==> src/rtl/mem_port_arbiter_pkg.sv <==
// Encodings shared by the unified memory port arbiter and the control decoder.
// Covers FSM states, port owner and the byte-enable patterns for byte/half/word accesses.
package mem_port_arbiter_pkg;

  typedef enum logic [1:0] {
    IDLE   = 2'd0,
    BUSY_I = 2'd1,
    BUSY_D = 2'd2,
    RESP   = 2'd3
  } arb_state_e;

  typedef enum logic {
    OWN_I = 1'b0,
    OWN_D = 1'b1
  } owner_e;

  localparam logic [3:0] BE_BYTE = 4'b0001;
  localparam logic [3:0] BE_HALF = 4'b0011;
  localparam logic [3:0] BE_WORD = 4'b1111;

  function automatic owner_e owner_of(input arb_state_e s);
    return (s == BUSY_D) ? OWN_D : OWN_I;
  endfunction

endpackage

==> src/rtl/mem_port_arbiter_timer.sv <==
// Timeout counter for an outstanding memory transaction.
// Clear dominates enable; tc is high while the count equals TIMEOUT-1.
module mem_port_timer #(
  parameter int TIMEOUT = 64
) (
  input  logic clk_i,
  input  logic rst_i,
  input  logic clr_i,
  input  logic en_i,
  output logic tc_o
);

  localparam int W = $clog2(TIMEOUT);

  logic [W-1:0] cnt_q, cnt_d;

  always_comb begin
    cnt_d = cnt_q;
    if (clr_i) begin
      cnt_d = '0;
    end else if (en_i) begin
      cnt_d = cnt_q + W'(1);
    end
  end

  always_ff @(posedge clk_i) begin
    if (rst_i) begin
      cnt_q <= '0;
    end else begin
      cnt_q <= cnt_d;
    end
  end

  assign tc_o = (cnt_q == W'(TIMEOUT - 1));

endmodule

==> src/rtl/mem_port_arbiter.sv <==
// Arbitrates the I-fetch and D-access ports onto one single-ported memory; D has priority with a bounded streak.
// Request seen in IDLE -> mem_req next cycle -> owner ack/err the cycle after mem_ack (or timeout).
module mem_port_arbiter
  import mem_port_arbiter_pkg::*;
#(
  parameter int ADDR_W       = 32,
  parameter int DATA_W       = 32,
  parameter int MAX_D_STREAK = 4,
  parameter int TIMEOUT      = 64
) (
  input  logic                CLK,
  input  logic                RST,
  input  logic                i_req,
  input  logic [ADDR_W-1:0]   i_addr,
  input  logic                i_kill,
  output logic                i_ack,
  output logic [DATA_W-1:0]   i_rdata,
  output logic                i_stall,
  output logic                i_err,
  input  logic                d_req,
  input  logic                d_we,
  input  logic [ADDR_W-1:0]   d_addr,
  input  logic [DATA_W/8-1:0] d_be,
  input  logic [DATA_W-1:0]   d_wdata,
  output logic                d_ack,
  output logic [DATA_W-1:0]   d_rdata,
  output logic                d_stall,
  output logic                d_err,
  output logic                mem_req,
  output logic                mem_we,
  output logic [ADDR_W-1:0]   mem_addr,
  output logic [DATA_W/8-1:0] mem_be,
  output logic [DATA_W-1:0]   mem_wdata,
  input  logic                mem_ack,
  input  logic [DATA_W-1:0]   mem_rdata
);

  localparam int BE_W = DATA_W / 8;
  localparam int SW   = $clog2(MAX_D_STREAK + 1);

  arb_state_e        state_q, state_d;
  logic [SW-1:0]     streak_q, streak_d;
  logic              kill_q, kill_d;
  logic              mem_req_q, mem_req_d, mem_we_q, mem_we_d;
  logic [ADDR_W-1:0] mem_addr_q, mem_addr_d;
  logic [BE_W-1:0]   mem_be_q, mem_be_d;
  logic [DATA_W-1:0] mem_wdata_q, mem_wdata_d;
  logic              i_ack_q, i_ack_d, i_err_q, i_err_d;
  logic              d_ack_q, d_ack_d, d_err_q, d_err_d;
  logic [DATA_W-1:0] i_rdata_q, i_rdata_d, d_rdata_q, d_rdata_d;
  logic              i_elig, streak_max, killed, busy, timer_tc;

  assign i_elig     = i_req & ~i_kill;
  assign streak_max = (streak_q == SW'(MAX_D_STREAK));
  assign killed     = kill_q | i_kill;
  assign busy       = (state_q == BUSY_I) || (state_q == BUSY_D);

  mem_port_timer #(.TIMEOUT(TIMEOUT)) u_timer (
    .clk_i (CLK),
    .rst_i (RST),
    .clr_i (state_q == IDLE),
    .en_i  (busy),
    .tc_o  (timer_tc)
  );

  always_comb begin
    state_d     = state_q;
    streak_d    = streak_q;
    kill_d      = kill_q;
    mem_req_d   = mem_req_q;
    mem_we_d    = mem_we_q;
    mem_addr_d  = mem_addr_q;
    mem_be_d    = mem_be_q;
    mem_wdata_d = mem_wdata_q;
    i_ack_d     = 1'b0;
    i_err_d     = 1'b0;
    d_ack_d     = 1'b0;
    d_err_d     = 1'b0;
    i_rdata_d   = '0;
    d_rdata_d   = '0;
    case (state_q)
      IDLE: begin
        kill_d = 1'b0;
        if (d_req && !(i_elig && streak_max)) begin
          state_d     = BUSY_D;
          mem_req_d   = 1'b1;
          mem_we_d    = d_we;
          mem_addr_d  = d_addr;
          mem_be_d    = d_be;
          mem_wdata_d = d_wdata;
          // Only D wins that starve a waiting fetch count toward the streak.
          if (i_elig) begin
            streak_d = streak_max ? streak_q : streak_q + SW'(1);
          end else begin
            streak_d = '0;
          end
        end else if (i_elig) begin
          state_d     = BUSY_I;
          mem_req_d   = 1'b1;
          mem_we_d    = 1'b0;
          mem_addr_d  = i_addr;
          mem_be_d    = '1;
          mem_wdata_d = '0;
          streak_d    = '0;
        end
      end
      BUSY_I, BUSY_D: begin
        if (state_q == BUSY_I && i_kill) begin
          kill_d = 1'b1;
        end
        if (mem_ack || timer_tc) begin
          mem_req_d = 1'b0;
          state_d   = RESP;
          if (owner_of(state_q) == OWN_D) begin
            d_ack_d   = mem_ack;
            d_err_d   = ~mem_ack;
            d_rdata_d = mem_ack ? mem_rdata : '0;
          end else if (!killed) begin
            i_ack_d   = mem_ack;
            i_err_d   = ~mem_ack;
            i_rdata_d = mem_ack ? mem_rdata : '0;
          end
        end
      end
      default: begin
        state_d = IDLE;
        kill_d  = 1'b0;
      end
    endcase
  end

  always_ff @(posedge CLK) begin
    if (RST) begin
      state_q     <= IDLE;
      streak_q    <= '0;
      kill_q      <= 1'b0;
      mem_req_q   <= 1'b0;
      mem_we_q    <= 1'b0;
      mem_addr_q  <= '0;
      mem_be_q    <= '0;
      mem_wdata_q <= '0;
      i_ack_q     <= 1'b0;
      i_err_q     <= 1'b0;
      d_ack_q     <= 1'b0;
      d_err_q     <= 1'b0;
      i_rdata_q   <= '0;
      d_rdata_q   <= '0;
    end else begin
      state_q     <= state_d;
      streak_q    <= streak_d;
      kill_q      <= kill_d;
      mem_req_q   <= mem_req_d;
      mem_we_q    <= mem_we_d;
      mem_addr_q  <= mem_addr_d;
      mem_be_q    <= mem_be_d;
      mem_wdata_q <= mem_wdata_d;
      i_ack_q     <= i_ack_d;
      i_err_q     <= i_err_d;
      d_ack_q     <= d_ack_d;
      d_err_q     <= d_err_d;
      i_rdata_q   <= i_rdata_d;
      d_rdata_q   <= d_rdata_d;
    end
  end

  assign mem_req   = mem_req_q;
  assign mem_we    = mem_we_q;
  assign mem_addr  = mem_addr_q;
  assign mem_be    = mem_be_q;
  assign mem_wdata = mem_wdata_q;
  assign i_ack     = i_ack_q;
  assign i_err     = i_err_q;
  assign i_rdata   = i_rdata_q;
  assign d_ack     = d_ack_q;
  assign d_err     = d_err_q;
  assign d_rdata   = d_rdata_q;
  assign i_stall   = i_req & ~i_ack_q;
  assign d_stall   = d_req & ~d_ack_q;

endmodule
==> config.mk <==
export PLATFORM = sky130hd
export DESIGN_NAME = mem_port_arbiter
export DESIGN_NICKNAME = d
export VERILOG_FILES = /design/src/rtl/mem_port_arbiter_pkg.sv /design/src/rtl/mem_port_arbiter_timer.sv /design/src/rtl/mem_port_arbiter.sv
export SDC_FILE = /design/constraint.sdc
export NUM_CORES = 1
export LEC_CHECK = 0
export CAP_MARGIN = 30
export CORE_MARGIN = 8
export CORE_UTILIZATION = 36
export CTS_CLUSTER_DIAMETER = 200
export DETAILED_ROUTE_END_ITERATION = 10
export PLACE_DENSITY = 0.87
export SLEW_MARGIN = 20
export SYNTH_ARGS = -nofsm -noshare
export SYNTH_HDL_FRONTEND = slang
export SYNTH_HIERARCHICAL = 1
export SYNTH_SLANG_ARGS = --single-unit
==> constraint.sdc <==
create_clock -name CLK -period 1.97 [get_ports CLK]
set_clock_uncertainty 0.2 [all_clocks]
set_input_delay 0.394 -clock CLK [delete_from_list [all_inputs] [get_ports CLK]]
set_output_delay 0.394 -clock CLK [all_outputs]
set_load 0.005 [all_outputs]
== After elaboration in Yosys (flattened, before gate mapping) ==
Index checks and enable logic that the tools add are counted.

* Multiplexer cells: 22
* Reduce and logical (&&, ||, !) cells: 18
* Bitwise gates (word level): 11
* Equal/unequal tests: 7
* Add/sub/neg operators: 2

{| class="wikitable"
|+ Operator list
! operator !! number
|-
| $mux 32 || 5
|-
| $mux 3 || 4
|-
| $mux 4 || 2
|-
| $not 1->1 || 7
|-
| $add 6x1->6 const B || 1
|-
| $eq 6x6->1 const B || 1
|-
| $mux 1 || 6
|-
| $mux 2 || 3
|-
| $ne 3x3->1 const B || 2
|-
| $reduce_and 3->1 || 2
|-
| $reduce_or 2->1 || 3
|-
| $reduce_or 5->1 || 1
|-
| $pmux 2 s2 || 1
|-
| $reduce_and 2->1 || 2
|-
| $reduce_bool 2->1 || 2
|-
| $reduce_or 4->1 || 1
|-
| $add 3x1->3 const B || 1
|-
| $and 1x1->1 || 3
|-
| $eq 3x3->1 const B || 1
|-
| $logic_and 1x1->1 || 3
|-
| $eq 2x1->1 const B || 1
|-
| $eq 2x2->1 const B || 1
|-
| $logic_not 2->1 || 1
|-
| $logic_or 1x1->1 || 2
|-
| other kinds (4) || 4
|}

* Output and inout bits: 140
* Register bits after elaboration: 150
* Input bits: 139

== Longest topological paths before layout ==
* Depth in word-level cells: 7
* Gate-level depth with buffers: 8
* Gate-level depth less buffers: 7

== By module ==
The synthesis kept the hierarchy.

{| class="wikitable"
|+ Modules (own cells, without submodules)
! module !! seq. area each (sq um) !! instances !! area each (sq um) !! cells each
|-
| mem_port_arbiter || 2882.8 || 1 || 5132.4 || 501
|-
| mem_port_timer || 120.1 || 1 || 261.5 || 29
|}

== Worst setup path after synthesis ==
No wires, ideal clock.

* Path kind: register to register
* Start: reg state_q[0]
* End: reg i_rdata_q[10] (netlist: i_rdata[10])
* Path buffers: 1
* Required time: 1.711 ns
* Data arrival time: 1.742 ns
* Cell stages (with the launch flop): 8
* Setup slack: -0.032 ns
* Path through: dfxtp_1 > inv_1 > ha_1 > and2b_1 > nand2_1 > nor4_2 > clkbuf_1 > and2_1

* Longest elaborated chain between the ends: 4
* Elaborated cells on any way between the ends: 6
* Classes of those cells: eq/ne: 2; mux: 1; bitwise: 1; reduce/logical: 2

{| class="wikitable"
|+ RTL lines
! element !! line !! text
|-
| start, declared || mem_port_arbiter.sv:41 || <nowiki>arb_state_e state_q, state_d;</nowiki>
|-
| start signal, assigned || mem_port_arbiter.sv:149 || <nowiki>state_q <= state_d;</nowiki>
|-
| $eq 2x1->1 / $eq 2x2->1 (equally long branches) || mem_port_arbiter.sv:81, mem_port_arbiter_pkg.sv:22 ||
|-
| $reduce_or 2->1 || mem_port_arbiter.sv:81 || <nowiki>case (state_q)</nowiki>
|-
| $not 1->1 (no line) || - ||
|-
| $reduce_or 5->1 (no line) (*) || - ||
|-
| end signal, assigned || mem_port_arbiter.sv:161 || <nowiki>i_rdata_q <= i_rdata_d;</nowiki>
|-
| end, declared || mem_port_arbiter.sv:50 || <nowiki>logic [DATA_W-1:0] i_rdata_q, i_rdata_d, d_rdata_q, d_rdata_d;</nowiki>
|}

Mark *: on every way between the ends. The rest lies on a longest branch, timed or not.
A chain may end at the register's enable or synchronous reset.

== Worst setup path after layout ==
* Start: reg d_rdata_q[12] (netlist: d_rdata[12])
* End: out d_rdata[12]

{| class="wikitable"
|+ RTL lines
! element !! line !! text
|-
| start, declared || mem_port_arbiter.sv:50 ||
|-
| start signal, assigned || mem_port_arbiter.sv:162 || <nowiki>d_rdata_q <= d_rdata_d;</nowiki>
|-
| end, declared || mem_port_arbiter.sv:26 || <nowiki>output logic [DATA_W-1:0] d_rdata,</nowiki>
|}

No word-level cell between the ends.

==> metrics.md <==
| Metric | Value |
|---|---|
| I/O pins | 279 |
| Layout cell share with drive strength beyond 1 | 13.7% |
| Worst hold-check path type | primary input to flip-flop |
| H-Tree Depth | 4 |
| CP required | 1380 ps |
| TritonCTS Buffers | 17 |
| Vias in the first global route | 4921 |
| Initial antenna violation count | 0 |
| Outcome | finished, final reports clean |
| Critical Path Start | d_rdata[12] |
| Synth warn | 6 |
| Yosys cell types | 39 |
| CTS Sinks | 150 |
| Average cell area after synthesis | 10.2 um2 |
| Cells after synthesis | 530 |
| FILL cells | 1112 |
| F_max | 0.517 GHz |
| Cell area after synthesis | 0.00539 mm2 |
| Total wire length | 18600 um |
| Post-DRT Antenna Nets | 0 |
| Slowest-stage cell, CP | clkdlybuf4s50_1 |
| Drt wl/cell | 18.4 um |
| Critical Path End Type | primary output |
| CTS hold repair buffers | 0 |
| Number of detailed-route iterations in the first pass | 5 |
| DP Wirelength | 13400 um |
| CP top delay family | buffers and inverters |
| Top post-synthesis cells by area | dfxtp_1 (56%), and2_1 (7.4%), a211oi_2 (7.0%) |
| Grt ovf | 0 |
| Cell Pwr Density | 1090 mW/mm2 |
| Crit Path Category | flip-flop to primary output |
| Vias after detailed routing | 4871 |
| Final Hold Viols | 0 |
| Fin. max-slew vios | 0 |
| Main synth FF type | dfxtp_1 |
| Most common cell in the netlist | dfxtp_1 |
| Layout area overhead | 69.8% |
| R2R setup slack | 70 ps |
| Largest net degree at the start of global routing | 43 |
| Top cell type's share of synthesized area | 55.7% |
| Core area | 0.0146 mm2 |
| Startpoint types | flip-flop |
| Clk_lat worst skew | 410 ps |
| Worst hold start | RST |
| CTS tree | yes |
| Max-cap check violation count | 0 |
| Asr flop ratio synth | 0% |
| CP max FO | 1 |
| Via density | 4.82 |
| Yosys reg bits | 150 |
| Data arrival, critical path | 1340 ps |
| Leakage power | 3.50 nW |
| Total Routing Usage GR | 18.0% |
| Least-Margin Pin Slew | 534 ps |
| Syn_nets | 676 |
| Final setup violation count | 0 |
| Multi-input gate area | 0.00218 mm2 |
| Worst reg2reg path startpoint | state_q[0] |
| Cell taking the most area after synthesis | dfxtp_1 |
| Ant diodes | 0 |
| Post-synth EDFFs | 0 |
| Max Root-Sink Buffers | 2 |
| Clock slew seen by the registers of the worst setup and hold paths | 70 ps |
| Most common library cells after synthesis | dfxtp_1 (150), nor2_1 (82), and2_1 (64) |
| Buf/Inv on CP | 1 |
| First-pass GRT wire length | 27600 um |
| Slew Limit Headroom | 64.4% |
| Root Driver | clkbuf_16 |
| Pwr Total | 9.97 mW |
| Fin crit share | 98.1% |
| Buffers added on ports | 278 |
| Fin util | 62.8% |
| Register Area | 0.00301 mm2 |
| Peak VDD IR | 0.000661 V |
| NumNets Final | 960 |
| Die W | 138 um |
| Initial DRC count | 234 |
| Seq/Total Area, Yosys | 55.7% |
| Initial core utilization | 37.0% |
| # DRC | 0 |
| Dpl ws | -235 ps |
| Final GP Congestion | 0.741 |
| Full die area | 0.0192 mm2 |
| Worst Slack Setup Final | 37.2 ps |
| Crit path time final | 1930 ps |
| Slowest stage delay, CP | 560 ps |
| Cells along the critical path | clkdlybuf4s50_1 |
| Die Span Y | 138 um |
| Row Count | 44 |
[worst register-to-register path, stage by stage (launching register included)]
cell	delay, ps
dfxtp_2	370
inv_2	60
ha_4	250
and2b_2	180
nand2_4	60
nor4_4	250
buf_6	190
clkbuf_16	160
and2_1	120
[layout make-up]
type | instances | area share, %
timing repair buffer | 303 | 34.1
sequential | 150 | 32.8
multi-input combinational | 337 | 23.8
clock buffer | 18 | 4.80
tap | 184 | 2.51
clock inverter | 14 | 1.69
inverter | 5 | 0.205
[kinds of logic after synthesis]
group,share of synthesized area [%]
and+or+nand+nor,19.0
DFF,55.7
AOI/OAI and AO/OA,17.8
buffers and inverters,4.62
adders and majority gates,1.62
xor gates and xnor gates,0.650
muxes,0.557
[report_power, final]
| group | internal [mW] | total, mW | switching, mW | leakage [nW] |
|---|---|---|---|---|
| clock | 1.83 | 3.23 | 1.39 | 0.288 |
| sequential | 3.50 | 3.73 | 0.237 | 1.22 |
| combinational | 1.69 | 3.01 | 1.32 | 1.98 |
[layer usage]
metal	track usage (%)	part of all wire [%]	up-vias	wire, um
li1	-	-	2366	-
met1	19.3	38	2260	7140
met2	29.4	47	232	8770
met3	10.9	13	13	2490
met4	4.98	1.0	0	186
met5	0	0	-	0
[final timing paths]
| path | cells past startpoint | endpoint |
|---|---|---|
| worst max-delay path | 1 | d_rdata[12] |
| worst min-delay path | 3 | u_timer/cnt_q[0] |
| worst max register to register | 8 | i_rdata[29] |
| worst min register to register | 2 | streak_q[0] |
[metrics by stage]
| step | area (um2) | cells | setup TNS, ps | hold slack, ps |
|---|---|---|---|---|
| 3_3_place_gp | 8430 | 972 | -11010 | 267 |
| 6_report | 9160 | 1011 | 0 | 152 |
| 3_5_place_dp | 8430 | 972 | -15110 | 272 |
| 5_1_grt | 9160 | 1011 | -100 | 168 |
| 2_1_floorplan | 5400 | 530 | 0 | 242 |
| 4_1_cts | 9020 | 1004 | 0 | 135 |
[placed cells by master (no fill, tap or decap), types with 4 or more instances in the layout]
cell type and count:
a21oi_2 11, inv_6 4, a22oi_1 33, a21oi_1 25, clkbuf_16 20, clkdlybuf4s50_1 275, dfxtp_1 148, buf_12 8
o22ai_1 5, inv_8 4, and2_1 64, a211oi_2 30, nand2_1 39, buf_4 13, nor2_1 82, ha_1 6
[flip-flops by register name, summed over array words and instances (netlist names), 2 cells and up]
signal / cells
d_rdata: 32
i_rdata: 32
mem_addr: 32
mem_be: 4
mem_wdata: 32
state_q: 2
streak_q: 3
u_timer/cnt_q: 6
[repair_timing]
action	in CTS	in global routing
endpoints found under the setup margin	2	47
pin swaps	0	2
gates cloned	0	4
setup buffers	0	3
resized for setup	2	11
(Power assumes the default switching activity.)
